--- src/rtl/cpx_multiply_arbiter_pkg.sv ---
// Shared constants and helpers for the complex-multiplier arbiter: requester
// indices, tag-width function, arbiter state encoding and stream field offsets.
package caf_arb_pkg;

  localparam logic REQ0 = 1'b0;
  localparam logic REQ1 = 1'b1;

  typedef enum logic {
    ARB_OPEN   = 1'b0,
    ARB_LOCKED = 1'b1
  } arb_state_e;

  function automatic int clog2(input int value);
    int v;
    int w;
    v = (value > 1) ? value - 1 : 1;
    w = 0;
    while (v > 0) begin
      w = w + 1;
      v = v >> 1;
    end
    return w;
  endfunction

  // Operand word is {xi, xq, yi, yq}, result word is {i_out, q_out}, MSB first.
  function automatic int xi_lsb(input int data_bits);
    return 3 * data_bits;
  endfunction

  function automatic int xq_lsb(input int data_bits);
    return 2 * data_bits;
  endfunction

  function automatic int yi_lsb(input int data_bits);
    return data_bits;
  endfunction

  function automatic int yq_lsb(input int data_bits);
    return 0 * data_bits;
  endfunction

  function automatic int i_out_lsb(input int out_bits);
    return out_bits;
  endfunction

  function automatic int q_out_lsb(input int out_bits);
    return 0 * out_bits;
  endfunction

endpackage

--- src/rtl/cpx_multiply_arbiter_if.sv ---
// Stream bundle between two requesters, the arbiter and the shared multiplier.
// slave is the arbiter's view; master is the surrounding environment's view.
interface cpx_multiply_arbiter_if #(
  parameter int DATA_BITS = 8,
  parameter int OUT_BITS  = 17
);

  logic                     req0_tvalid;
  logic                     req0_tready;
  logic [4*DATA_BITS-1:0]   req0_tdata;
  logic                     req1_tvalid;
  logic                     req1_tready;
  logic [4*DATA_BITS-1:0]   req1_tdata;

  logic                     res0_tvalid;
  logic                     res0_tready;
  logic [2*OUT_BITS-1:0]    res0_tdata;
  logic                     res1_tvalid;
  logic                     res1_tready;
  logic [2*OUT_BITS-1:0]    res1_tdata;

  logic                     mult_in_tvalid;
  logic                     mult_in_tready;
  logic [4*DATA_BITS-1:0]   mult_in_tdata;
  logic                     mult_out_tvalid;
  logic                     mult_out_tready;
  logic [2*OUT_BITS-1:0]    mult_out_tdata;

  modport slave (
    input  req0_tvalid, req0_tdata, req1_tvalid, req1_tdata,
    output req0_tready, req1_tready,
    output res0_tvalid, res0_tdata, res1_tvalid, res1_tdata,
    input  res0_tready, res1_tready,
    output mult_in_tvalid, mult_in_tdata,
    input  mult_in_tready,
    input  mult_out_tvalid, mult_out_tdata,
    output mult_out_tready
  );

  modport master (
    output req0_tvalid, req0_tdata, req1_tvalid, req1_tdata,
    input  req0_tready, req1_tready,
    input  res0_tvalid, res0_tdata, res1_tvalid, res1_tdata,
    output res0_tready, res1_tready,
    input  mult_in_tvalid, mult_in_tdata,
    output mult_in_tready,
    output mult_out_tvalid, mult_out_tdata,
    input  mult_out_tready
  );

endinterface

--- src/rtl/cpx_multiply_arbiter_tag_fifo.sv ---
// One-bit-wide tag FIFO recording which requester owns each in-flight
// multiplication; pointers wrap naturally because the depth is a power of two.
module cpx_tag_fifo
  import caf_arb_pkg::*;
#(
  parameter int TAG_DEPTH = 8,
  localparam int PTR_W    = clog2(TAG_DEPTH)
) (
  input  logic           clk,
  input  logic           n_reset,
  input  logic           push_i,
  input  logic           din_i,
  input  logic           pop_i,
  output logic           full_o,
  output logic           empty_o,
  output logic           head_o,
  output logic [PTR_W:0] count_o
);

  localparam logic [PTR_W:0]   DEPTH_CNT = (PTR_W + 1)'(TAG_DEPTH);
  localparam logic [PTR_W:0]   CNT_ONE   = (PTR_W + 1)'(1);
  localparam logic [PTR_W-1:0] PTR_ONE   = PTR_W'(1);

  logic [TAG_DEPTH-1:0] mem_q, mem_d;
  logic [PTR_W-1:0]     rd_ptr_q, rd_ptr_d;
  logic [PTR_W-1:0]     wr_ptr_q, wr_ptr_d;
  logic [PTR_W:0]       count_q, count_d;
  logic                 do_push;
  logic                 do_pop;

  assign full_o  = (count_q == DEPTH_CNT);
  assign empty_o = (count_q == '0);
  assign head_o  = mem_q[rd_ptr_q];
  assign count_o = count_q;

  // A full FIFO refuses the push even when a pop frees a slot in the same cycle.
  assign do_push = push_i & ~full_o;
  assign do_pop  = pop_i & ~empty_o;

  always_comb begin
    mem_d    = mem_q;
    rd_ptr_d = rd_ptr_q;
    wr_ptr_d = wr_ptr_q;
    count_d  = count_q;
    if (do_push) begin
      mem_d[wr_ptr_q] = din_i;
      wr_ptr_d        = wr_ptr_q + PTR_ONE;
    end
    if (do_pop) begin
      rd_ptr_d = rd_ptr_q + PTR_ONE;
    end
    unique case ({do_push, do_pop})
      2'b10:   count_d = count_q + CNT_ONE;
      2'b01:   count_d = count_q - CNT_ONE;
      default: count_d = count_q;
    endcase
  end

  always_ff @(posedge clk) begin
    if (!n_reset) begin
      mem_q    <= '0;
      rd_ptr_q <= '0;
      wr_ptr_q <= '0;
      count_q  <= '0;
    end else begin
      mem_q    <= mem_d;
      rd_ptr_q <= rd_ptr_d;
      wr_ptr_q <= wr_ptr_d;
      count_q  <= count_d;
    end
  end

endmodule

--- src/rtl/cpx_multiply_arbiter.sv ---
// Round-robin arbiter sharing one complex multiplier between two requesters;
// results return in issue order and are routed by the tag FIFO head.
//
//   state      | meaning
//   ARB_OPEN   | no operand pending; grant chosen round-robin each cycle
//   ARB_LOCKED | operand offered but not taken; grant and data frozen
module cpx_multiply_arbiter
  import caf_arb_pkg::*;
#(
  parameter int DATA_BITS = 8,
  parameter int OUT_BITS  = 17,
  parameter int TAG_DEPTH = 8
) (
  input  logic                  clk,
  input  logic                  n_reset,
  cpx_multiply_arbiter_if.slave bus,
  output logic                  tag_err
);

  localparam int CNT_W = clog2(TAG_DEPTH) + 1;

  arb_state_e             state_q, state_d;
  logic                   grant_q, grant_d;
  logic                   last_q, last_d;
  logic                   tag_err_q, tag_err_d;

  logic                   grant_sel;
  logic                   granted_valid;
  logic                   in_valid;
  logic                   in_fire;
  logic [4*DATA_BITS-1:0] granted_data;

  logic                   head_ready;
  logic                   out_ready;
  logic                   out_fire;
  logic [2*OUT_BITS-1:0]  result_data;

  logic                   fifo_full;
  logic                   fifo_empty;
  logic                   fifo_head;
  logic [CNT_W-1:0]       fifo_count;
  logic                   unused_fifo_count;

  cpx_tag_fifo #(
    .TAG_DEPTH (TAG_DEPTH)
  ) u_tag_fifo (
    .clk     (clk),
    .n_reset (n_reset),
    .push_i  (in_fire),
    .din_i   (grant_sel),
    .pop_i   (out_fire),
    .full_o  (fifo_full),
    .empty_o (fifo_empty),
    .head_o  (fifo_head),
    .count_o (fifo_count)
  );

  // Occupancy is kept for debug visibility only; full/empty drive the logic.
  assign unused_fifo_count = ^fifo_count;

  always_comb begin
    state_d   = state_q;
    grant_d   = grant_q;
    last_d    = last_q;
    grant_sel = grant_q;
    if (state_q == ARB_OPEN) begin
      if (bus.req0_tvalid && bus.req1_tvalid) begin
        grant_sel = ~last_q;
      end else if (bus.req0_tvalid) begin
        grant_sel = REQ0;
      end else if (bus.req1_tvalid) begin
        grant_sel = REQ1;
      end else begin
        grant_sel = ~last_q;
      end
    end
    granted_valid = (grant_sel == REQ1) ? bus.req1_tvalid : bus.req0_tvalid;
    granted_data  = (grant_sel == REQ1) ? bus.req1_tdata : bus.req0_tdata;
    in_valid      = n_reset & granted_valid & ~fifo_full;
    in_fire       = in_valid & bus.mult_in_tready;
    if (in_fire) begin
      last_d  = grant_sel;
      state_d = ARB_OPEN;
    end else if (in_valid) begin
      grant_d = grant_sel;
      state_d = ARB_LOCKED;
    end else begin
      state_d = ARB_OPEN;
    end
  end

  assign bus.mult_in_tvalid = in_valid;
  assign bus.mult_in_tdata  = granted_data;
  assign bus.req0_tready    = n_reset & (grant_sel == REQ0) & bus.mult_in_tready & ~fifo_full;
  assign bus.req1_tready    = n_reset & (grant_sel == REQ1) & bus.mult_in_tready & ~fifo_full;

  // Head-of-line: only the requester owning the oldest tag can release the result.
  assign head_ready  = (fifo_head == REQ1) ? bus.res1_tready : bus.res0_tready;
  assign out_ready   = n_reset & ~fifo_empty & head_ready;
  assign out_fire    = bus.mult_out_tvalid & out_ready;
  assign result_data = bus.mult_out_tdata;

  assign bus.mult_out_tready = out_ready;
  assign bus.res0_tvalid     = n_reset & bus.mult_out_tvalid & ~fifo_empty & (fifo_head == REQ0);
  assign bus.res1_tvalid     = n_reset & bus.mult_out_tvalid & ~fifo_empty & (fifo_head == REQ1);
  assign bus.res0_tdata      = result_data;
  assign bus.res1_tdata      = result_data;

  assign tag_err_d = tag_err_q | (bus.mult_out_tvalid & fifo_empty);
  assign tag_err   = tag_err_q;

  always_ff @(posedge clk) begin
    if (!n_reset) begin
      state_q   <= ARB_OPEN;
      grant_q   <= REQ0;
      last_q    <= REQ1;
      tag_err_q <= 1'b0;
    end else begin
      state_q   <= state_d;
      grant_q   <= grant_d;
      last_q    <= last_d;
      tag_err_q <= tag_err_d;
    end
  end

endmodule

--- src/flat_wrapper.sv ---
// flat-port wrapper written by rule: the top's interface ports become plain ports
module cpx_multiply_arbiter_flat import caf_arb_pkg::*;
#(
  parameter int DATA_BITS = 8,
  parameter int OUT_BITS  = 17,
  parameter int TAG_DEPTH = 8
)
  (clk, n_reset, tag_err, bus_req0_tvalid, bus_req0_tdata, bus_req1_tvalid, bus_req1_tdata, bus_req0_tready, bus_req1_tready, bus_res0_tvalid, bus_res0_tdata, bus_res1_tvalid, bus_res1_tdata, bus_res0_tready, bus_res1_tready, bus_mult_in_tvalid, bus_mult_in_tdata, bus_mult_in_tready, bus_mult_out_tvalid, bus_mult_out_tdata, bus_mult_out_tready);
  cpx_multiply_arbiter_if #(.DATA_BITS(DATA_BITS), .OUT_BITS(OUT_BITS)) bus_i ();
  input  logic clk;
  input  logic n_reset;
  output logic tag_err;
  input wire logic [$bits(bus_i.req0_tvalid)-1:0] bus_req0_tvalid;
  input wire logic [$bits(bus_i.req0_tdata)-1:0] bus_req0_tdata;
  input wire logic [$bits(bus_i.req1_tvalid)-1:0] bus_req1_tvalid;
  input wire logic [$bits(bus_i.req1_tdata)-1:0] bus_req1_tdata;
  output wire logic [$bits(bus_i.req0_tready)-1:0] bus_req0_tready;
  output wire logic [$bits(bus_i.req1_tready)-1:0] bus_req1_tready;
  output wire logic [$bits(bus_i.res0_tvalid)-1:0] bus_res0_tvalid;
  output wire logic [$bits(bus_i.res0_tdata)-1:0] bus_res0_tdata;
  output wire logic [$bits(bus_i.res1_tvalid)-1:0] bus_res1_tvalid;
  output wire logic [$bits(bus_i.res1_tdata)-1:0] bus_res1_tdata;
  input wire logic [$bits(bus_i.res0_tready)-1:0] bus_res0_tready;
  input wire logic [$bits(bus_i.res1_tready)-1:0] bus_res1_tready;
  output wire logic [$bits(bus_i.mult_in_tvalid)-1:0] bus_mult_in_tvalid;
  output wire logic [$bits(bus_i.mult_in_tdata)-1:0] bus_mult_in_tdata;
  input wire logic [$bits(bus_i.mult_in_tready)-1:0] bus_mult_in_tready;
  input wire logic [$bits(bus_i.mult_out_tvalid)-1:0] bus_mult_out_tvalid;
  input wire logic [$bits(bus_i.mult_out_tdata)-1:0] bus_mult_out_tdata;
  output wire logic [$bits(bus_i.mult_out_tready)-1:0] bus_mult_out_tready;
  assign bus_i.req0_tvalid = bus_req0_tvalid;
  assign bus_i.req0_tdata = bus_req0_tdata;
  assign bus_i.req1_tvalid = bus_req1_tvalid;
  assign bus_i.req1_tdata = bus_req1_tdata;
  assign bus_req0_tready = bus_i.req0_tready;
  assign bus_req1_tready = bus_i.req1_tready;
  assign bus_res0_tvalid = bus_i.res0_tvalid;
  assign bus_res0_tdata = bus_i.res0_tdata;
  assign bus_res1_tvalid = bus_i.res1_tvalid;
  assign bus_res1_tdata = bus_i.res1_tdata;
  assign bus_i.res0_tready = bus_res0_tready;
  assign bus_i.res1_tready = bus_res1_tready;
  assign bus_mult_in_tvalid = bus_i.mult_in_tvalid;
  assign bus_mult_in_tdata = bus_i.mult_in_tdata;
  assign bus_i.mult_in_tready = bus_mult_in_tready;
  assign bus_i.mult_out_tvalid = bus_mult_out_tvalid;
  assign bus_i.mult_out_tdata = bus_mult_out_tdata;
  assign bus_mult_out_tready = bus_i.mult_out_tready;
  cpx_multiply_arbiter #(.DATA_BITS(DATA_BITS), .OUT_BITS(OUT_BITS), .TAG_DEPTH(TAG_DEPTH)) u_core (.clk(clk), .n_reset(n_reset), .bus(bus_i), .tag_err(tag_err));
endmodule
--- config.mk ---
export PLATFORM = sky130hd
export DESIGN_NAME = cpx_multiply_arbiter_flat
export DESIGN_NICKNAME = d
export VERILOG_FILES = /design/src/rtl/cpx_multiply_arbiter_pkg.sv /design/src/rtl/cpx_multiply_arbiter_if.sv /design/src/rtl/cpx_multiply_arbiter_tag_fifo.sv /design/src/rtl/cpx_multiply_arbiter.sv /design/src/flat_wrapper.sv
export SDC_FILE = /design/constraint.sdc
export NUM_CORES = 1
export LEC_CHECK = 0
export ABC_AREA = 1
export CAP_MARGIN = 0
export CORE_ASPECT_RATIO = 1.2
export CORE_UTILIZATION = 31
export DETAILED_ROUTE_END_ITERATION = 12
export GPL_TIMING_DRIVEN = 0
export PLACE_DENSITY_LB_ADDON = 0.05
export SLEW_MARGIN = 20
export SYNTH_ARGS = -nofsm -noshare
export SYNTH_HDL_FRONTEND = slang
export SYNTH_SLANG_ARGS = --single-unit
--- constraint.sdc ---
create_clock -name clk -period 2.73 [get_ports clk]
set_input_delay 0.273 -clock clk [delete_from_list [all_inputs] [get_ports clk]]
set_output_delay 0.273 -clock clk [all_outputs]
set_load 0.1 [all_outputs]
* Yosys cells after proc, flatten, opt, wreduce, memory -nomap -nowiden
Cells that the tools add are included.
** Word-level totals
- Register bits after elaboration :: 22
- Bits of input ports :: 106
- Output and inout port bits :: 107
- Word-level logic and storage cells :: 65
** Operators by class
- Add/subtract/negate cells :: 4
- Order comparisons :: 3
- Equal/unequal tests :: 3
- Mux-type cells :: 14
- Bitwise operators :: 27
- Reductions and logical operators :: 6
** Operator list (count)
- $mux 32 :: 1
- $and 1x1->1 :: 19
- $mux 1 :: 9
- $bwmux 8 :: 1
- $lt 3x4->1 const B :: 2
- $pmux 4 s2 :: 1
- $not 1->1 :: 7
- $add 3x1->3 const B :: 2
- $add 4x1->4 const B :: 1
- $eq 4x4->1 const B :: 1
- $logic_not 4->1 :: 1
- $sub 4x1->4 const B :: 1
- $bmux 1 s3 :: 1
- $demux 1 s3 :: 1
- $ge 3x1->1 const B :: 1
- $eq 2x1->1 const B :: 1
- $eq 2x2->1 const B :: 1
- $logic_and 1x1->1 :: 2
- $reduce_and 2->1 :: 1
- $reduce_bool 2->1 :: 1
- $reduce_or 2->1 :: 1
- $or 1x1->1 :: 1

* Depth between registers and ports, before layout
- Depth after elaboration :: 12
- Depth in mapped cells :: 18
- Mapped depth without buffers :: 18

* By module
A second synthesis with hierarchy kept.
** Second synthesis, totals
- Cells, all modules :: 380
- Area total of the unflattened synthesis :: 2280.9 sq um
** By module, submodules not included
- cpx_multiply_arbiter :: times used 1, cells an instance 218, area an instance 1192.4 sq um, sequential area each 80.1 sq um
- cpx_tag_fifo :: times used 1, cells an instance 162, area an instance 1088.5 sq um, sequential area each 360.3 sq um

* Worst setup path before layout
No wires, ideal clock.
- Path type :: reg2out
- From :: reg u_core.last_q
- To :: out bus_req0_tready
- Arrival time :: 2949 ps
- Data required time :: 2457 ps
- Slack :: -492 ps
- Stages on the path, launching flop included :: 8
- Path buffers :: 1
- Cell sequence :: dfxtp_1 -> inv_1 -> o21ai_1 -> nand2_1 -> nand2_4 -> inv_2 -> clkbuf_1 -> nor3_1
** On the way
- Word-level cells in the longest chain between the ends :: 9
** Ends and longest elaborated chain
- start: declaration :: RTL line cpx_multiply_arbiter.sv:24 : logic last_q, last_d;
- start signal: assignment :: RTL line cpx_multiply_arbiter.sv:121 : last_q <= last_d;
- $not 1->1 * :: RTL line cpx_multiply_arbiter.sv:68, cpx_multiply_arbiter.sv:74
- $mux 1 :: RTL line cpx_multiply_arbiter.sv:71 : end else if (bus.req1_tvalid) begin
- $mux 1 :: RTL line cpx_multiply_arbiter.sv:69 : end else if (bus.req0_tvalid) begin
- $mux 1 * :: RTL line cpx_multiply_arbiter.sv:67 : if (bus.req0_tvalid && bus.req1_tvalid) begin
- $mux 1 * :: RTL line cpx_multiply_arbiter.sv:66 : if (state_q == ARB_OPEN) begin
- $not 1->1 * :: RTL line cpx_multiply_arbiter.sv:94 : assign bus.req0_tready = n_reset & (grant_sel == REQ0) & bus.mult_in_tready & ~fifo_full;
- $and 1x1->1 * (3 in a row) :: RTL line cpx_multiply_arbiter.sv:94
- end: declaration :: RTL line flat_wrapper.sv:17 : output wire logic [$bits(bus_i.req0_tready)-1:0] bus_req0_tready;
Every way passes the cells marked *; elsewhere a longest branch is shown, timed or not.

* Worst setup path in the final report
- From :: in bus_req0_tvalid
- To :: out bus_req1_tready
** On the way
- Word-level cells in the longest chain between the ends :: 6
** Ends and longest elaborated chain
- start: declaration :: RTL line flat_wrapper.sv:13 : input wire logic [$bits(bus_i.req0_tvalid)-1:0] bus_req0_tvalid;
- $mux 1 / $logic_and 1x1->1 (equally long branches) :: RTL line cpx_multiply_arbiter.sv:69, cpx_multiply_arbiter.sv:67
- $mux 1 * :: RTL line cpx_multiply_arbiter.sv:67
- $mux 1 * :: RTL line cpx_multiply_arbiter.sv:66
- $and 1x1->1 * (3 in a row) :: RTL line cpx_multiply_arbiter.sv:95 : assign bus.req1_tready = n_reset & (grant_sel == REQ1) & bus.mult_in_tready & ~fifo_full;
- end: declaration :: RTL line flat_wrapper.sv:18 : output wire logic [$bits(bus_i.req1_tready)-1:0] bus_req1_tready;
Marks and branches as above.

==> metrics.md <==
| Metric | Value |
|---|---|
| Top post-synthesis cells by area | `nand2_1 (25%), buf_4 (23%), dfxtp_1 (20%)` |
| Max-cap violation count | `0` |
| Count leader, synth | `nand2_1` |
| Worst hold-check path type | `input port to register` |
| Sw Share | `0.607` |
| Worst clock skew | `0.00282 ns` |
| Cell area after synthesis | `2240 sq um` |
| CP arrival | `2.32 ns` |
| Clock Power Share | `0.104` |
| Hold endpoint | `u_core.u_tag_fifo.count_o[1]$_SDFFE_PN0P_` |
| Top_reg_cell synth | `dfxtp_1` |
| Worst slew pin tran | `0.985 ns` |
| Routed length per placed instance | `11.0 microns` |
| Via density | `4.18` |
| Placed Cells | `641` |
| Initial DRC Count | `81` |
| Worst Hold Launch | `n_reset` |
| Register Area | `444 sq um` |
| Clock buffer depth | `2` |
| Final Non-Filler Cells | `645` |
| Syn Area/Cell | `5.93 sq um` |
| Max VDD drop | `0.369 mV` |
| Leak | `2.11 nW` |
| Vias in the first global route | `2,486` |
| Total number of vias | `2,699` |
| Slew HR | `0.341` |
| Antenna cells | `0` |
| Synth Register Bits | `22` |
| CTS Sinks | `22` |
| CP required | `2.46 ns` |
| Hold depth | `3` |
| Final period util | `0.950` |
| Setup violators final | `0` |
| Synth Warn # | `0` |
| Die height | `95.0 microns` |
| Combinational Power Share | `0.741` |
| Num CTS Buffers | `3` |
| Initial core utilization | `0.324` |
| Yosys cell types | `25` |
| Hold Fails Final Rpt | `0` |
| Final wirelength | `7.12 mm` |
| Hpwl dp | `6.08 mm` |
| Slew Limit Fails | `0` |
| Placeable core area | `6900 sq um` |
| Area share of the leading cell type in the synthesized netlist | `0.245` |
| Synth area leader | `nand2_1` |
| Share of cells above drive strength 1 | `0.231` |
| Die area | `7560 sq um` |
| Crit Path Class | `input port to output pin` |
| Pint | `0.000887 W` |
| Skew-Pair Late Insertion Delay | `0.26 ns` |
| Net switching power | `0.00137 W` |
| Reg2reg start | `u_core.u_tag_fifo.rd_ptr_q[0]$_SDFFE_PN0P_` |
| First drt pass iteration count | `4` |
| Reg clk slew, reported paths | `0.08 ns` |
| Post-CTS Setup Bufs | `0` |
| Max Clock Freq | `386 MHz` |
| Reg2reg setup slack | `0.29 ns` |
| Sequential Power Share | `0.155` |
| RSZ-0062 raised after global routing | `false` |
| Grt total ovfl | `0` |
| Final Cell Area | `4230 sq um` |
| CTS tree | `done` |
| Seq/Total Area, Yosys | `0.197` |
| Synth Instances | `377` |
| Worst r2r dst | `u_core.u_tag_fifo.count_o[3]$_SDFFE_PN0P_` |
| Filler instances | `647` |
| CP Capture Type | `output pin` |
| Root Driver | `clkbuf_8` |
| First-pass GRT wire length | `10.8 mm` |
| DRT antenna net count | `0` |
| GRT Total Usage | `0.179` |
| Multi-input gate area | `1120 sq um` |
| Antenna violations before repair | `0` |
| Total power | `0.00226 W` |
| Port Buffers | `177` |
| DRC violations left | `0` |
| Pwr/cell area | `534 nW/um^2` |
| Placer congestion estimate | `0.807` |
| Final setup TNS | `0 ns` |
| Synth Net Count | `489` |
| Status | `complete, no violations` |
| H-tree depth | `1` |
| Area after DPL | `4130 sq um` |
| Crit-path max FO | `10` |
| Layout area overhead | `89.1%` |
| Num ports | `213` |
| Commonest cells post-synth | `nand2_1 (146), buf_4 (69), inv_1 (35)` |
| Row count | `33` |
| Die X | `79.5 microns` |
| Number of synthesized flops with an enable pin | `0` |
| Largest net degree at the start of global routing | `13` |
| Worst-case reg-to-reg path depth | `17` |
| Total Nets Final | `671` |
| Period minus WS final | `2.59 ns` |
| Async SR Flop Fraction | `0` |
| CP Launch Type | `input port` |
-- cell families after synthesis --
| family | synth area share |
|---|---|
| compound gates | 0.0453 |
| xor+xnor | 0.0118 |
| fa+ha+maj | 0.0369 |
| buf+inv | 0.313 |
| flops | 0.197 |
| simple gates | 0.396 |
-- layer usage --
| layer | part of all wire | vias up | GRT usage |
|---|---|---|---|
| li1 | - | 1438 | - |
| met1 | 0.34 | 1143 | 0.176 |
| met2 | 0.55 | 116 | 0.355 |
| met3 | 0.099 | 2 | 0.0641 |
| met4 | 0.0039 | 0 | 0.0318 |
| met5 | 0 | - | 0 |
-- cells in the final DEF, fill, tap and decap left out, drive strengths merged --
cell	count
nand2	149
clkdlybuf4s50	139
buf	73
inv	36
nor2	34
clkdlybuf4s15	29
nand3	25
dfxtp	22
a21oi	12
clkbuf	11
o21ai	6
ha	5
clkdlybuf4s18	4
dlygate4sd2	3
nand4	2
nor3	2
xor2	2
xnor2	1
o211ai	1
fa	1
dlymetal6s2s	1
-- power groups by stage --
stage | clock [W] | combinational (W) | sequential, W
floorplan | 0 | 0.00128 | 0.000371
global placement | 0 | 0.00170 | 0.000358
detailed placement | 0 | 0.00170 | 0.000358
CTS | 0.000241 | 0.00168 | 0.000351
global route | 0.000259 | 0.00175 | 0.000354
finish | 0.000234 | 0.00167 | 0.000351
-- worst max-delay path: stages --
cell and delay (ns):
clkdlybuf4s50_1 0.43, inv_1 0.08, a21oi_1 0.06, nand2_1 0.10, nand2_4 0.09, clkbuf_1 0.24, nor3_2 0.14, dlygate4sd2_1 0.89
-- through the flow --
step | util | hold slack (ns) | worst slack (ns)
finish | 0.613 | 0.339 | 0.138
global route | 0.613 | 0.354 | 0.0000977
CTS | 0.612 | 0.337 | 0.0951
detailed placement | 0.598 | 0.443 | -0.477
global placement | 0.598 | 0.440 | -0.467
floorplan | - | 0.436 | 0.276
-- timing repair --
action	in CTS	in global routing
hold endpoints to repair	0	0
cloned	0	0
resized for setup	105	15
hold buffers	0	0
pin swaps	0	0
endpoints found under the setup margin	37	12
-- area by class of cell --
class	count	share of cell area
timing repair buffer	177	0.426
multi-input combinational	240	0.264
buffer	79	0.134
sequential	22	0.105
inverter	36	0.0320
tap	87	0.0257
clock buffer	4	0.0130
-- registers in the layout, summed over array words and instances (netlist names) --
| name | cells |
|---|---|
| u_core.grant_q | 1 |
| u_core.last_q | 1 |
| u_core.u_tag_fifo.rd_ptr_q | 3 |
| u_core.u_tag_fifo.wr_ptr_q | 3 |
| u_core.state_q | 1 |
| u_core.u_tag_fifo.count_o | 4 |
| u_core.u_tag_fifo.mem_q | 8 |
| u_core.tag_err | 1 |
-- worst max path at each step --
stage,from,endpoint,slack [ns],cells past startpoint
after floorplan,u_core.u_tag_fifo.count_o[0]$_SDFFE_PN0P_,bus_res0_tvalid,0.28,6
after global placement,bus_req0_tvalid,bus_mult_in_tdata[23],-0.47,10
after detailed placement,bus_req0_tvalid,bus_mult_in_tdata[23],-0.48,10
after CTS,bus_req0_tvalid,bus_mult_in_tdata[19],0.1,10
after global routing,bus_req0_tvalid,u_core.u_tag_fifo.count_o[3]$_SDFFE_PN0P_,0.0001,19
final,bus_req0_tvalid,bus_req1_tready,0.14,8
Power figures use the tool's default switching activity.
